$ cat config.mk
export PLATFORM = sky130hd
export DESIGN_NAME = img_ram_arbiter
export DESIGN_NICKNAME = d
export VERILOG_FILES = /design/src/rtl/img_ram_arbiter.sv
export SDC_FILE = /design/constraint.sdc
export NUM_CORES = 1
export LEC_CHECK = 0
export ABC_CLOCK_PERIOD_IN_PS = 2400
export BUFFER_PORTS_ARGS = -buffer_cell sky130_fd_sc_hd__buf_2
export CAP_MARGIN = 20
export CELL_PAD_IN_SITES_DETAIL_PLACEMENT = 1
export CELL_PAD_IN_SITES_GLOBAL_PLACEMENT = 1
export CORE_MARGIN = 1
export CORE_UTILIZATION = 21
export CTS_CLUSTER_SIZE = 25
export DETAILED_ROUTE_END_ITERATION = 10
export PLACE_DENSITY_LB_ADDON = 0.12
export SLEW_MARGIN = 20
export SYNTH_ARGS = -nofsm -noshare
export SYNTH_HDL_FRONTEND = slang
export SYNTH_SLANG_ARGS = --single-unit
$ cat constraint.sdc
create_clock -name clk -period 2.4 [get_ports clk]
set_input_delay 0.36 -clock clk [delete_from_list [all_inputs] [get_ports clk]]
set_output_delay 0.36 -clock clk [all_outputs]
set_load 0.05 [all_outputs]
$ cat src/rtl/img_ram_arbiter.sv
// img_ram_arbiter
//
// Shares one single-port image RAM between the VGA pixel fetch path and the
// CPU/MMIO image-write path. VGA reads win over writes. A write waits for an
// idle cycle, but it is forced through after STARVE_LIMIT consecutive denied
// cycles. In that case the competing read is dropped and flagged by rd_miss.
//
// Optional feature: define IMG_FILL_EN to add a fill engine. The engine writes
// fill_value to every word 0..DEPTH-1, one word per cycle.
//
// Ports
//   clk, reset              system clock; synchronous active-high reset
//   rd_req, rd_addr         VGA read request, one address per cycle
//   rd_data                 read data, passed straight through from ram_dataOut
//   rd_valid                rd_data holds the read granted in the previous cycle
//   rd_miss                 the previous cycle's read request was dropped
//   wr_req, wr_addr, wr_data  write request; held stable until wr_ack
//   wr_ack                  one-cycle pulse; the write commits at this edge
//   ram_wEn, ram_addr, ram_dataIn, ram_dataOut   RAM-side connections
//   fill_start, fill_value, fill_busy, fill_done (IMG_FILL_EN only)

module img_ram_arbiter #(
    parameter int DATA_WIDTH    = 8,
    parameter int ADDRESS_WIDTH = 8,
    parameter int DEPTH         = 256,
    parameter int STARVE_LIMIT  = 16
) (
    input  logic                     clk,
    input  logic                     reset,
    input  logic                     rd_req,
    input  logic [ADDRESS_WIDTH-1:0] rd_addr,
    output logic [DATA_WIDTH-1:0]    rd_data,
    output logic                     rd_valid,
    output logic                     rd_miss,
    input  logic                     wr_req,
    input  logic [ADDRESS_WIDTH-1:0] wr_addr,
    input  logic [DATA_WIDTH-1:0]    wr_data,
    output logic                     wr_ack,
`ifdef IMG_FILL_EN
    input  logic                     fill_start,
    input  logic [DATA_WIDTH-1:0]    fill_value,
    output logic                     fill_busy,
    output logic                     fill_done,
`endif
    output logic                     ram_wEn,
    output logic [ADDRESS_WIDTH-1:0] ram_addr,
    output logic [DATA_WIDTH-1:0]    ram_dataIn,
    input  logic [DATA_WIDTH-1:0]    ram_dataOut
);

    // A zero limit disables forcing. The counter keeps one bit so that it
    // still has a legal width in that case.
    localparam int STARVE_W = (STARVE_LIMIT > 0) ? $clog2(STARVE_LIMIT + 1) : 1;

    if (DEPTH < 1 || DEPTH > (1 << ADDRESS_WIDTH)) begin : g_depth_check
        $error("img_ram_arbiter: DEPTH does not fit in ADDRESS_WIDTH");
    end

    typedef enum logic [1:0] {
        GRANT_NONE,
        GRANT_READ,
        GRANT_WRITE
    } grant_t;

    grant_t              grant;
    logic [STARVE_W-1:0] starve_cnt;
    logic                force_write;
    logic                fill_active;

    // The RAM holds dataOut during write cycles. rd_data therefore needs no
    // register of its own; rd_valid tells the reader whether the data is fresh.
    assign rd_data = ram_dataOut;

    // wr_req is part of the condition because the counter is registered.
    // A writer that drops in the cycle the counter saturates must not be forced.
    assign force_write = (STARVE_LIMIT > 0) && wr_req &&
                         (starve_cnt == STARVE_W'(STARVE_LIMIT));

`ifdef IMG_FILL_EN
    typedef enum logic [1:0] {
        FILL_IDLE,
        FILL_RUN,
        FILL_DONE
    } fill_state_t;

    localparam logic [ADDRESS_WIDTH-1:0] LAST_ADDR = ADDRESS_WIDTH'(DEPTH - 1);

    fill_state_t              fill_state;
    fill_state_t              fill_state_next;
    logic [ADDRESS_WIDTH-1:0] fill_ptr;
    logic [DATA_WIDTH-1:0]    fill_val;
    logic                     fill_advance;

    assign fill_busy   = (fill_state == FILL_RUN);
    assign fill_done   = (fill_state == FILL_DONE);
    assign fill_active = fill_busy;

    // Fill state, pointer and latched value. The pointer moves only when the
    // fill actually got the RAM, so a forced external write stalls it.
    always_ff @(posedge clk) begin
        if (reset) begin
            fill_state <= FILL_IDLE;
            fill_ptr   <= '0;
            fill_val   <= '0;
        end else begin
            fill_state <= fill_state_next;
            if (fill_state == FILL_IDLE && fill_start) begin
                fill_ptr <= '0;
                fill_val <= fill_value;
            end else if (fill_advance) begin
                fill_ptr <= fill_ptr + 1'b1;
            end
        end
    end

    always_comb begin
        fill_state_next = fill_state;
        case (fill_state)
            FILL_IDLE: if (fill_start) fill_state_next = FILL_RUN;
            FILL_RUN:  if (fill_advance && fill_ptr == LAST_ADDR) fill_state_next = FILL_DONE;
            FILL_DONE: fill_state_next = FILL_IDLE;
            default:   fill_state_next = FILL_IDLE;
        endcase
    end
`else
    assign fill_active = 1'b0;
`endif

    // Single grant per cycle, in priority order: forced write, fill, read, write.
    always_comb begin
        grant      = GRANT_NONE;
        wr_ack     = 1'b0;
        ram_wEn    = 1'b0;
        ram_addr   = '0;
        ram_dataIn = '0;
`ifdef IMG_FILL_EN
        fill_advance = 1'b0;
`endif
        if (force_write) begin
            grant      = GRANT_WRITE;
            wr_ack     = 1'b1;
            ram_wEn    = 1'b1;
            ram_addr   = wr_addr;
            ram_dataIn = wr_data;
`ifdef IMG_FILL_EN
        end else if (fill_busy) begin
            grant        = GRANT_WRITE;
            ram_wEn      = 1'b1;
            ram_addr     = fill_ptr;
            ram_dataIn   = fill_val;
            fill_advance = 1'b1;
`endif
        end else if (rd_req) begin
            grant    = GRANT_READ;
            ram_addr = rd_addr;
        end else if (wr_req) begin
            grant      = GRANT_WRITE;
            wr_ack     = 1'b1;
            ram_wEn    = 1'b1;
            ram_addr   = wr_addr;
            ram_dataIn = wr_data;
        end
    end

    // The counter only measures one continuous wait. An abandoned request,
    // a completed write, or a running fill starts the count over.
    always_ff @(posedge clk) begin
        if (reset) begin
            starve_cnt <= '0;
        end else if (!wr_req || wr_ack || fill_active) begin
            starve_cnt <= '0;
        end else if (starve_cnt != STARVE_W'(STARVE_LIMIT)) begin
            starve_cnt <= starve_cnt + 1'b1;
        end
    end

    // Read status follows the RAM's one-cycle read latency.
    always_ff @(posedge clk) begin
        if (reset) begin
            rd_valid <= 1'b0;
            rd_miss  <= 1'b0;
        end else begin
            rd_valid <= (grant == GRANT_READ);
            rd_miss  <= rd_req && (grant != GRANT_READ);
        end
    end

endmodule

# ---- Yosys cells after proc, flatten, opt, wreduce, memory -nomap -nowiden
# Cells that the tools add are included.
dict set report word_totals {
  register_bits 7
  output_inout_bits 28
  in_bits 36
}
dict set report classes {
  reduce_logical 5
  mux 12
  eq_ne 4
  addsub 1
}
# cell n
set op_table {}
lappend op_table {{2-to-1 mux 8 bit} 6}
lappend op_table {{2-to-1 mux 2 bit} 3}
lappend op_table {{adder 5 x 1 -> 5 bit, second input constant} 1}
lappend op_table {{equality test 5 bit, second input constant} 1}
lappend op_table {{inequality test 5 bit, second input constant} 1}
lappend op_table {{2-to-1 mux 1 bit} 3}
lappend op_table {{equality test 2 x 1 -> 1 bit, second input constant} 1}
lappend op_table {{logical AND 1 bit} 2}
lappend op_table {{inequality test 2 x 1 -> 1 bit, second input constant} 1}
lappend op_table {{OR reduction 2 bit} 1}
lappend op_table {{zero test 1 bit} 1}
lappend op_table {{logical OR 1 bit} 1}

# ---- Logic depth before layout (Yosys ltp)
# Gate-level depths: netlist of the first run.
dict set report depth {
  depth_word 5
  ltp_mapped 6
  mapped_depth_nobuf 5
}

# ---- Least setup slack after synthesis of the first run
# OpenSTA, ideal clock, no wires.
dict set report synth_timing {
  path_type {reg-to-output}
  start {register starve_cnt[0]}
  end {output ram_dataIn[0]}
  t_arrival_ns 1.588
  slack_ns 0.452
  path_stages_with_launch 7
  path_cell_list {dfxtp_1 > inv_1 > ha_1 > nand4bb_4 > a21oi_4 > buf_6 > and2_1}
}
dict set report synth_between {
  elab_chain_cells 3
}
# element line_no
set synth_lines {}
lappend synth_lines {{start: declaration} 66} ;# logic [STARVE_W-1:0] starve_cnt;
lappend synth_lines {{start signal: assignment} 173} ;# starve_cnt <= starve_cnt + 1'b1;
lappend synth_lines {{equality test 5 bit} 77} ;# (starve_cnt == STARVE_W'(STARVE_LIMIT));
lappend synth_lines {{logical AND 1 bit} 76} ;# assign force_write = (STARVE_LIMIT > 0) && wr_req &&
lappend synth_lines {{2-to-1 mux 8 bit} 139} ;# if (force_write) begin
lappend synth_lines {{end: declaration} 47} ;# output logic [DATA_WIDTH-1:0] ram_dataIn,
# No other way between the ends.

# ---- Worst setup path after layout of the first run
dict set report layout_timing {
  start {register starve_cnt[0]}
  end {output ram_addr[6]}
}
dict set report layout_between {
  elab_chain_cells 3
}
# element line_no
set layout_lines {}
lappend layout_lines {{equality test 5 bit} 77}
lappend layout_lines {{logical AND 1 bit} 76}
lappend layout_lines {{2-to-1 mux 8 bit} 139}
lappend layout_lines {{end: declaration} 46} ;# output logic [ADDRESS_WIDTH-1:0] ram_addr,
# No other way between the ends.

==> results_dict.tcl, run 1 <==
set metrics [dict create \
    antennaDiodeCount 0 \
    layout_common_cells "buf_2, and2_1, a22o_1, dfxtp_1, nor2_1" \
    synth_cell_types 19 \
    ys_top_cells_by_area "dfxtp_1, buf_4, a22o_1, and2_1, nand4bb_4" \
    io_pins 64 \
    ys_seq_area_share_pct 26.73 \
    setup_violations 0 \
    worstPathArrival_ns 1.84 \
    crit_path_end_kind "output pin" \
    path_clk_slew_ns 0.05 \
    fin_crit_ns 2.201 \
    outcome "completed" \
    hold_viol_final 0 \
    synth_top_area_share_pct 26.73 \
    initial_core_util_pct 23.03 \
    io_buffers 47 \
    antenna_found_initial 0 \
    yosys.area.top_type "dfxtp_1" \
    hold_class "input port to flop" \
    drcViolationCount 0 \
    grt_use_met3_pct 5.556 \
    die-area_mm2 0.002700 \
    finalCritPeriodShare_pct 91.71 \
    areaGrowthSynthToFinish_pct 39.38 \
    htree_levels 1 \
    dp.final_hpwl_um 1106 \
    cts_root_buf "clkbuf_4" \
    cpMaxStageDelayCell "a21oi_4" \
    core-area_mm2 0.002276 \
    grt_pass1_vias 429 \
    cts_setup_buffers 0 \
    wire_per_inst_um 10.34 \
    cts_buffer_depth 2 \
    fmax_mhz 454.3 \
    crit_chain "inv_1 -> ha_1 -> nand4bb_4 -> a21oi_4 -> a22o_2 -> buf_2" \
    peakVddDrop_v 0.0002120 \
    layout_setup_ws_ns 0.1989 \
    n_fill_cell 287 \
    grt_pass1_wl_um 1759 \
    final_common_cell "buf_2" \
    syn-num-nets 95 \
    viasPerCell 4.208 \
    die_y_um 51.97 \
    rows 17 \
    cts_resized 0 \
    syn_avg_cell_area_um2 9.197 \
    dr_total_vias 526 \
    grt_setup_unrepaired "no" \
    dr.pass1.iters 4 \
    met1_usage_pct 7.652 \
    postRouteAntennaNets 0 \
    worst_pin_slew_ns 0.3862 \
    grt_max_degree 19 \
    grt_use_total_pct 9.036 \
    crit_fanout 18 \
    synth_area_um2 524.3 \
    use_met2_pct 16.03 \
    busiest_layer "met2" \
    critPathLaunchType "flop" \
    overflow 0 \
    synth_cells 57 \
    die_width_um 51.97 \
    max_slew_margin_pct 74.19 \
    critPathKind "flop to output pin" \
    drive_above_1_share_pct 55.67 \
    yosys_warnings 0 \
    hold_buffers 0 \
    p_leak_nw 0.3875 \
    clkLatencyLatePin_ns 0.25 \
    totalPowerFinal_w 0.0003542 \
    drt_iter0_markers 3 \
    cts_buffers 3 \
    power.density_mw_per_mm2 484.8 \
    nets 136 \
    cts.sinks 7 \
    finClkSkew_ns 0.0005065 \
    synth-seq-cells 7 \
    finalMaxSlewViolations 0 \
    drv_cap 0 \
    drt-total-wl_um 1292 \
    tns_ns 0 \
    cp.required_ns 2.04 \
    slowest_delay_ns 0.39 \
    cts_tree "built" \
    dpl_worst_slack_ns 0.4156 \
    place_congestion 0.5984 \
]
## cell families after synthesis
| group | Yosys count | synth area share (%) |
|---|---|---|
| adders and majority gates | 2 | 4.773 |
| xor gates and xnor gates | 3 | 5.013 |
| and+or+nand+nor | 20 | 25.30 |
| buffers and inverters | 15 | 20.05 |
| DFF | 7 | 26.73 |
| AOI/OAI and AO/OA | 10 | 18.14 |
## registers in the layout (all words and copies together) (netlist names)
name,count
rd_miss,1
rd_valid,1
starve_cnt,5
## metal layers
| metal | up-vias | routed length, um |
|---|---|---|
| met5 | - | 0 |
| met3 | 2 | 191 |
| met4 | 0 | 9 |
| li1 | 263 | - |
| met2 | 33 | 610 |
| met1 | 228 | 481 |
## area by class of cell
| type | instances | area [um^2] | share of cell area [%] |
|---|---|---|---|
| multi-input combinational | 35 | 279.0 | 38.18 |
| timing repair buffer | 47 | 235.2 | 32.19 |
| sequential | 7 | 140.1 | 19.18 |
| tap | 28 | 35.03 | 4.795 |
| clock buffer | 4 | 26.28 | 3.596 |
| inverter | 4 | 15.01 | 2.055 |
## metrics by stage
stage | cells | instance area (um^2) | hold WS, ns | utilization [%]
finish | 125 | 730.7 | 0.2975 | 32.11
global route | 125 | 730.7 | 0.2949 | 32.11
CTS | 125 | 730.7 | 0.2876 | 32.11
detailed placement | 121 | 704.4 | 0.4550 | 30.95
global placement | 121 | 704.4 | 0.4456 | 30.95
floorplan | 57 | 524.3 | 0.4297 | -
## power breakdown
| group | switching, W | total (W) | internal (W) | leakage, nW |
|---|---|---|---|---|
| clock network | 0.0000408 | 0.000104 | 0.0000633 | 0.0150 |
| registers | 0.000000959 | 0.000119 | 0.000118 | 0.0568 |
| logic | 0.0000898 | 0.000131 | 0.0000412 | 0.316 |
## Yosys cell counts
library cell and number:
a22o_2 1, buf_4 9, and2_1 8, nand2_1 1, ha_1 2, buf_6 2
o21a_1 1, dfxtp_1 7, inv_1 4, xor2_1 2, xnor2_1 1, a21oi_4 1
nand3_1 2, or3b_4 1, nor3_1 1, nor2_1 5, a22o_1 7, nor2b_1 1
nand4bb_4 1
## worst max-delay path: cells and delay by family (launching register included)
kind                     cells  cell delay, ns
flip-flops                   1            0.33
AND/OR/NAND/NOR              1            0.16
buffers and inverters        2            0.31
AO/OA/AOI/OAI                2            0.60
adder cells (fa/ha/maj)      1            0.19
## worst paths after layout
path	cells past startpoint	endpoint	slack, ns	from
worst max-delay path	6	ram_addr[6]	0.20	starve_cnt[0]
worst min-delay path	2	rd_valid	0.30	reset
worst max register to register	5	starve_cnt[2]	1.01	starve_cnt[0]
worst min register to register	1	starve_cnt[0]	0.46	starve_cnt[0]
Power figures use the tool's default switching activity.
==> inputs of run 2 (changes only) <==
RECOVER_POWER = 50   (was default)
==> results_dict.tcl, run 2 (synthesized netlist as in run 1, its figures left out) <==
set metrics [dict create \
    top_regs "starve_cnt x5, rd_miss x1, rd_valid x1" \
    cts_buffers 3 \
    antennaDiodeCount 0 \
    drcViolationCount 0 \
    drt-total-wl_um 1300 \
    cts_resized 0 \
    fmax_mhz 454.6 \
    largest_reg_flops 5 \
    max_slew_margin_pct 59.12 \
    hold-path-endpoint "rd_valid" \
    min_path_cells 2 \
    n_fill_cell 288 \
    drv_cap 0 \
    areaGrowthSynthToFinish_pct 38.42 \
    overflow 0 \
    io_buffers 47 \
    cts_root_buf "clkbuf_4" \
    setup_violations 0 \
    core-area_mm2 0.002276 \
    slowest_delay_ns 0.39 \
    r2r_slack_ns 0.97 \
    cp.required_ns 2.04 \
    layout_common_cells "buf_2, and2_1, a22o_1, dfxtp_1, nor2_1" \
    die-area_mm2 0.002700 \
    initial_core_util_pct 23.03 \
    layout_setup_ws_ns 0.2003 \
    die_width_um 51.97 \
    cts.sinks 7 \
    finalMaxSlewViolations 0 \
    worstPathArrival_ns 1.84 \
    nets 136 \
    outcome "completed" \
    rows 17 \
    path_clk_slew_ns 0.05 \
    tns_ns 0 \
    drt_iter0_markers 5 \
    die_y_um 51.97 \
    crit_fanout 18 \
    dr.pass1.iters 4 \
    instances_no_fill 125 \
    hp-start "reset" \
    critPathKind "flop to output pin" \
    finClkSkew_ns 0.0006141 \
    top_register "starve_cnt" \
    dp_cells 121 \
    grt_pass1_wl_um 1759 \
    r2r-start "starve_cnt[0]" \
    final_common_cell "buf_2" \
    grt_use_total_pct 9.036 \
    postPlaceCellArea_um2 704.4 \
    power.density_mw_per_mm2 487.4 \
    grt_max_degree 19 \
    crit_chain "inv_1 -> ha_1 -> nand4bb_4 -> a21oi_4 -> a22o_2 -> buf_2" \
    rr_endpoint "starve_cnt[2]" \
    hold_buffers 0 \
    io_pins 64 \
    cpMaxStageDelayCell "a21oi_4" \
    antenna_found_initial 0 \
    htree_levels 1 \
    dpl_worst_slack_ns 0.4156 \
    hold_class "input port to flop" \
    grt_pass1_vias 429 \
    cts_setup_buffers 0 \
    place_congestion 0.5984 \
    critPathLaunchType "flop" \
    dr_total_vias 528 \
    cts_tree "built" \
    fin_crit_ns 2.200 \
    peakVddDrop_v 0.0002130 \
    reg2reg_depth 5 \
    viasPerCell 4.224 \
    cts_buffer_depth 2 \
    drive_above_1_share_pct 52.58 \
    grt_setup_unrepaired "no" \
    wire_per_inst_um 10.40 \
    dp.final_hpwl_um 1106 \
    finalCritPeriodShare_pct 91.65 \
    crit_path_end_kind "output pin" \
    hold_viol_final 0 \
    fin_area_um2 725.7 \
    p_leak_nw 0.3798 \
    worst_pin_slew_ns 0.6158 \
    postRouteAntennaNets 0 \
    clkLatencyLatePin_ns 0.25 \
    whs_ns 0.2938 \
]
==> run 2: cell types whose count changed in the layout (fill, tap and decap cells not counted), sizes merged <==
| cell | before | now |
|---|---|---|
| buf | 47 | 45 |
| clkbuf | 4 | 6 |
==> run 2: final cells by class <==
cell class	instances	area (um^2)	area share (%)
repair buffers	47	232.7	32.07
clock buffers	4	26.28	3.621
multi-input cells	35	276.5	38.10
inverters	4	15.01	2.069
well taps	28	35.03	4.828
flip-flops and latches	7	140.1	19.31
==> run 2: worst max-delay path by stage <==
stage / start / endpoint / slack, ns / cells past startpoint
floorplan: starve_cnt[0] / ram_dataIn[0] / 0.45 / 6
finish: starve_cnt[0] / ram_addr[6] / 0.20 / 6
CTS: starve_cnt[0] / ram_addr[6] / 0.14 / 6
global route: starve_cnt[0] / ram_addr[7] / 0.1 / 6
detailed placement: starve_cnt[0] / ram_addr[6] / 0.42 / 6
global placement: starve_cnt[0] / ram_addr[6] / 0.47 / 6
==> run 2: worst max-delay path, delay by kind of cell, from the launching register on <==
| family | cells | cell delay (ns) |
|---|---|---|
| buf+inv | 2 | 0.31 |
| simple gates | 1 | 0.16 |
| compound gates | 2 | 0.60 |
| fa+ha+maj | 1 | 0.19 |
| flops | 1 | 0.33 |
==> run 2: routing by layer <==
layer	wire length (um)	track usage (%)	share of wire, %	vias to the layer above
li1	-	-	-	263
met1	480	7.652	37	230
met2	608	16.03	47	33
met3	201	5.556	15	2
met4	9	4.955	0.69	0
met5	0	0	0	-
==> run 2: where the power goes <==
group | switching [W] | total, W | internal [W]
clock | 0.0000410 | 0.000104 | 0.0000633
combinational | 0.0000897 | 0.000130 | 0.0000404
sequential | 0.000000992 | 0.000119 | 0.000118
==> run 2: stage by stage <==
| step | total power [W] | utilization [%] |
|---|---|---|
| 3_3_place_gp | 0.0002532 | 30.95 |
| 3_5_place_dp | 0.0002541 | 30.95 |
| 4_1_cts | 0.0003623 | 32.11 |
| 2_1_floorplan | 0.0002532 | - |
| 6_report | 0.0003537 | 31.89 |
| 5_1_grt | 0.0003735 | 31.89 |
==> inputs of run 3 (changes only) <==
REMOVE_ABC_BUFFERS = 1   (was default)
==> results_dict.tcl, run 3 (synthesized netlist as in run 1, its figures left out) <==
set metrics [dict create \
    cp.required_ns 2.04 \
    worstPathArrival_ns 1.83 \
    path_clk_slew_ns 0.05 \
    grt_pass1_wl_um 1911 \
    fin_area_um2 725.7 \
    max_slew_margin_pct 60.37 \
    tns_ns 0 \
    setup_violations 0 \
    final_common_cell "buf_2" \
    core-area_mm2 0.002276 \
    io_buffers 47 \
    drv_cap 0 \
    finalCritPeriodShare_pct 91.32 \
    outcome "completed" \
    crit_fanout 18 \
    rr_endpoint "starve_cnt[4]" \
    drive_above_1_share_pct 52.58 \
    cts.sinks 7 \
    reg2reg_depth 5 \
    hp-start "reset" \
    io_pins 64 \
    die-area_mm2 0.002700 \
    top_register "starve_cnt" \
    viasPerCell 4.344 \
    finalMaxSlewViolations 0 \
    worst_pin_slew_ns 0.5970 \
    seqCellArea_um2 140.1 \
    min_path_cells 2 \
    hold_class "input port to flop" \
    layout_common_cells "buf_2, and2_1, a22o_1, dfxtp_1, nor2_1" \
    power.density_mw_per_mm2 488.9 \
    cts_tree "built" \
    postPlaceCellArea_um2 704.4 \
    cts_root_buf "clkbuf_4" \
    hold_buffers 0 \
    finClkSkew_ns 0.0002343 \
    dr.pass1.iters 1 \
    clkLatencyLatePin_ns 0.25 \
    drt-total-wl_um 1364 \
    antennaDiodeCount 0 \
    grt_pass1_vias 430 \
    cts_resized 0 \
    antenna_found_initial 0 \
    die_width_um 51.97 \
    dr_total_vias 543 \
    r2r-start "starve_cnt[0]" \
    overflow 0 \
    fmax_mhz 456.3 \
    htree_levels 1 \
    dp_cells 121 \
    die_y_um 51.97 \
    drcViolationCount 0 \
    cts_setup_buffers 0 \
    fin_crit_ns 2.192 \
    worstSetupStartpoint "starve_cnt[0]" \
    wire_per_inst_um 10.91 \
    nets 136 \
    cts_buffers 3 \
    largest_reg_flops 5 \
    peakVddDrop_v 0.0002334 \
    critPathLaunchType "flop" \
    initial_core_util_pct 23.03 \
    critPathKind "flop to output pin" \
    hold_viol_final 0 \
    crit_path_end_kind "output pin" \
    multi_input_area_um2 276.5 \
    areaGrowthSynthToFinish_pct 38.42 \
    p_leak_nw 0.3798 \
    postRouteAntennaNets 0 \
    n_fill_cell 286 \
    r2r_slack_ns 0.99 \
    grt_setup_unrepaired "no" \
    hold-path-endpoint "rd_valid" \
    drt_iter0_markers 0 \
    grt_use_total_pct 10.08 \
    cts_buffer_depth 2 \
    grt_max_degree 19 \
    dp.final_hpwl_um 1133 \
    instances_no_fill 125 \
    rows 17 \
    place_congestion 0.7213 \
    top_regs "starve_cnt x5, rd_miss x1, rd_valid x1" \
]
[run 3: cell counts in the layout (fill, tap and decap cells not counted)]
No cell type changed its count.
[run 3: power breakdown]
part / total (W) / switching [W] / internal (W)
clock network: 0.000105 / 0.0000418 / 0.0000633
logic: 0.000130 / 0.0000900 / 0.0000404
registers: 0.000119 / 0.00000103 / 0.000118
[run 3: final cells by class]
type	instances	area share (%)
well taps	28	4.828
multi-input cells	35	38.10
inverters	4	2.069
clock buffers	4	3.621
flip-flops and latches	7	19.31
repair buffers	47	32.07
[run 3: worst max-delay path by stage]
stage,endpoint,slack (ns)
global placement,ram_addr[6],0.48
floorplan,ram_addr[0],0.04
finish,ram_addr[6],0.21
CTS,ram_addr[6],0.16
global route,ram_addr[0],0.06
detailed placement,ram_addr[6],0.43
[run 3: critical path, cell delays in order (launching register included)]
cell	delay, ns
dfxtp_1	0.33
inv_1	0.06
ha_1	0.19
nand4bb_4	0.15
a21oi_4	0.39
a22o_2	0.21
buf_2	0.25
[run 3: stage by stage]
stage,hold slack (ns),utilization [%],worst slack (ns),total power [W]
5_1_grt,0.3037,31.89,0.05774,0.0003800
3_5_place_dp,0.4518,30.95,0.4343,0.0002546
3_3_place_gp,0.4467,30.95,0.4751,0.0002536
2_1_floorplan,0.4297,-,0.04361,0.0002121
4_1_cts,0.3013,32.11,0.1612,0.0003623
6_report,0.3086,31.89,0.2084,0.0003548
[run 3: routing by layer]
layer	track usage (%)	wire length [um]	vias to the layer above
met4	2.703	11	0
met2	16.03	700	38
met1	9.948	489	239
li1	-	-	264
met5	0	0	-
met3	8.187	162	2
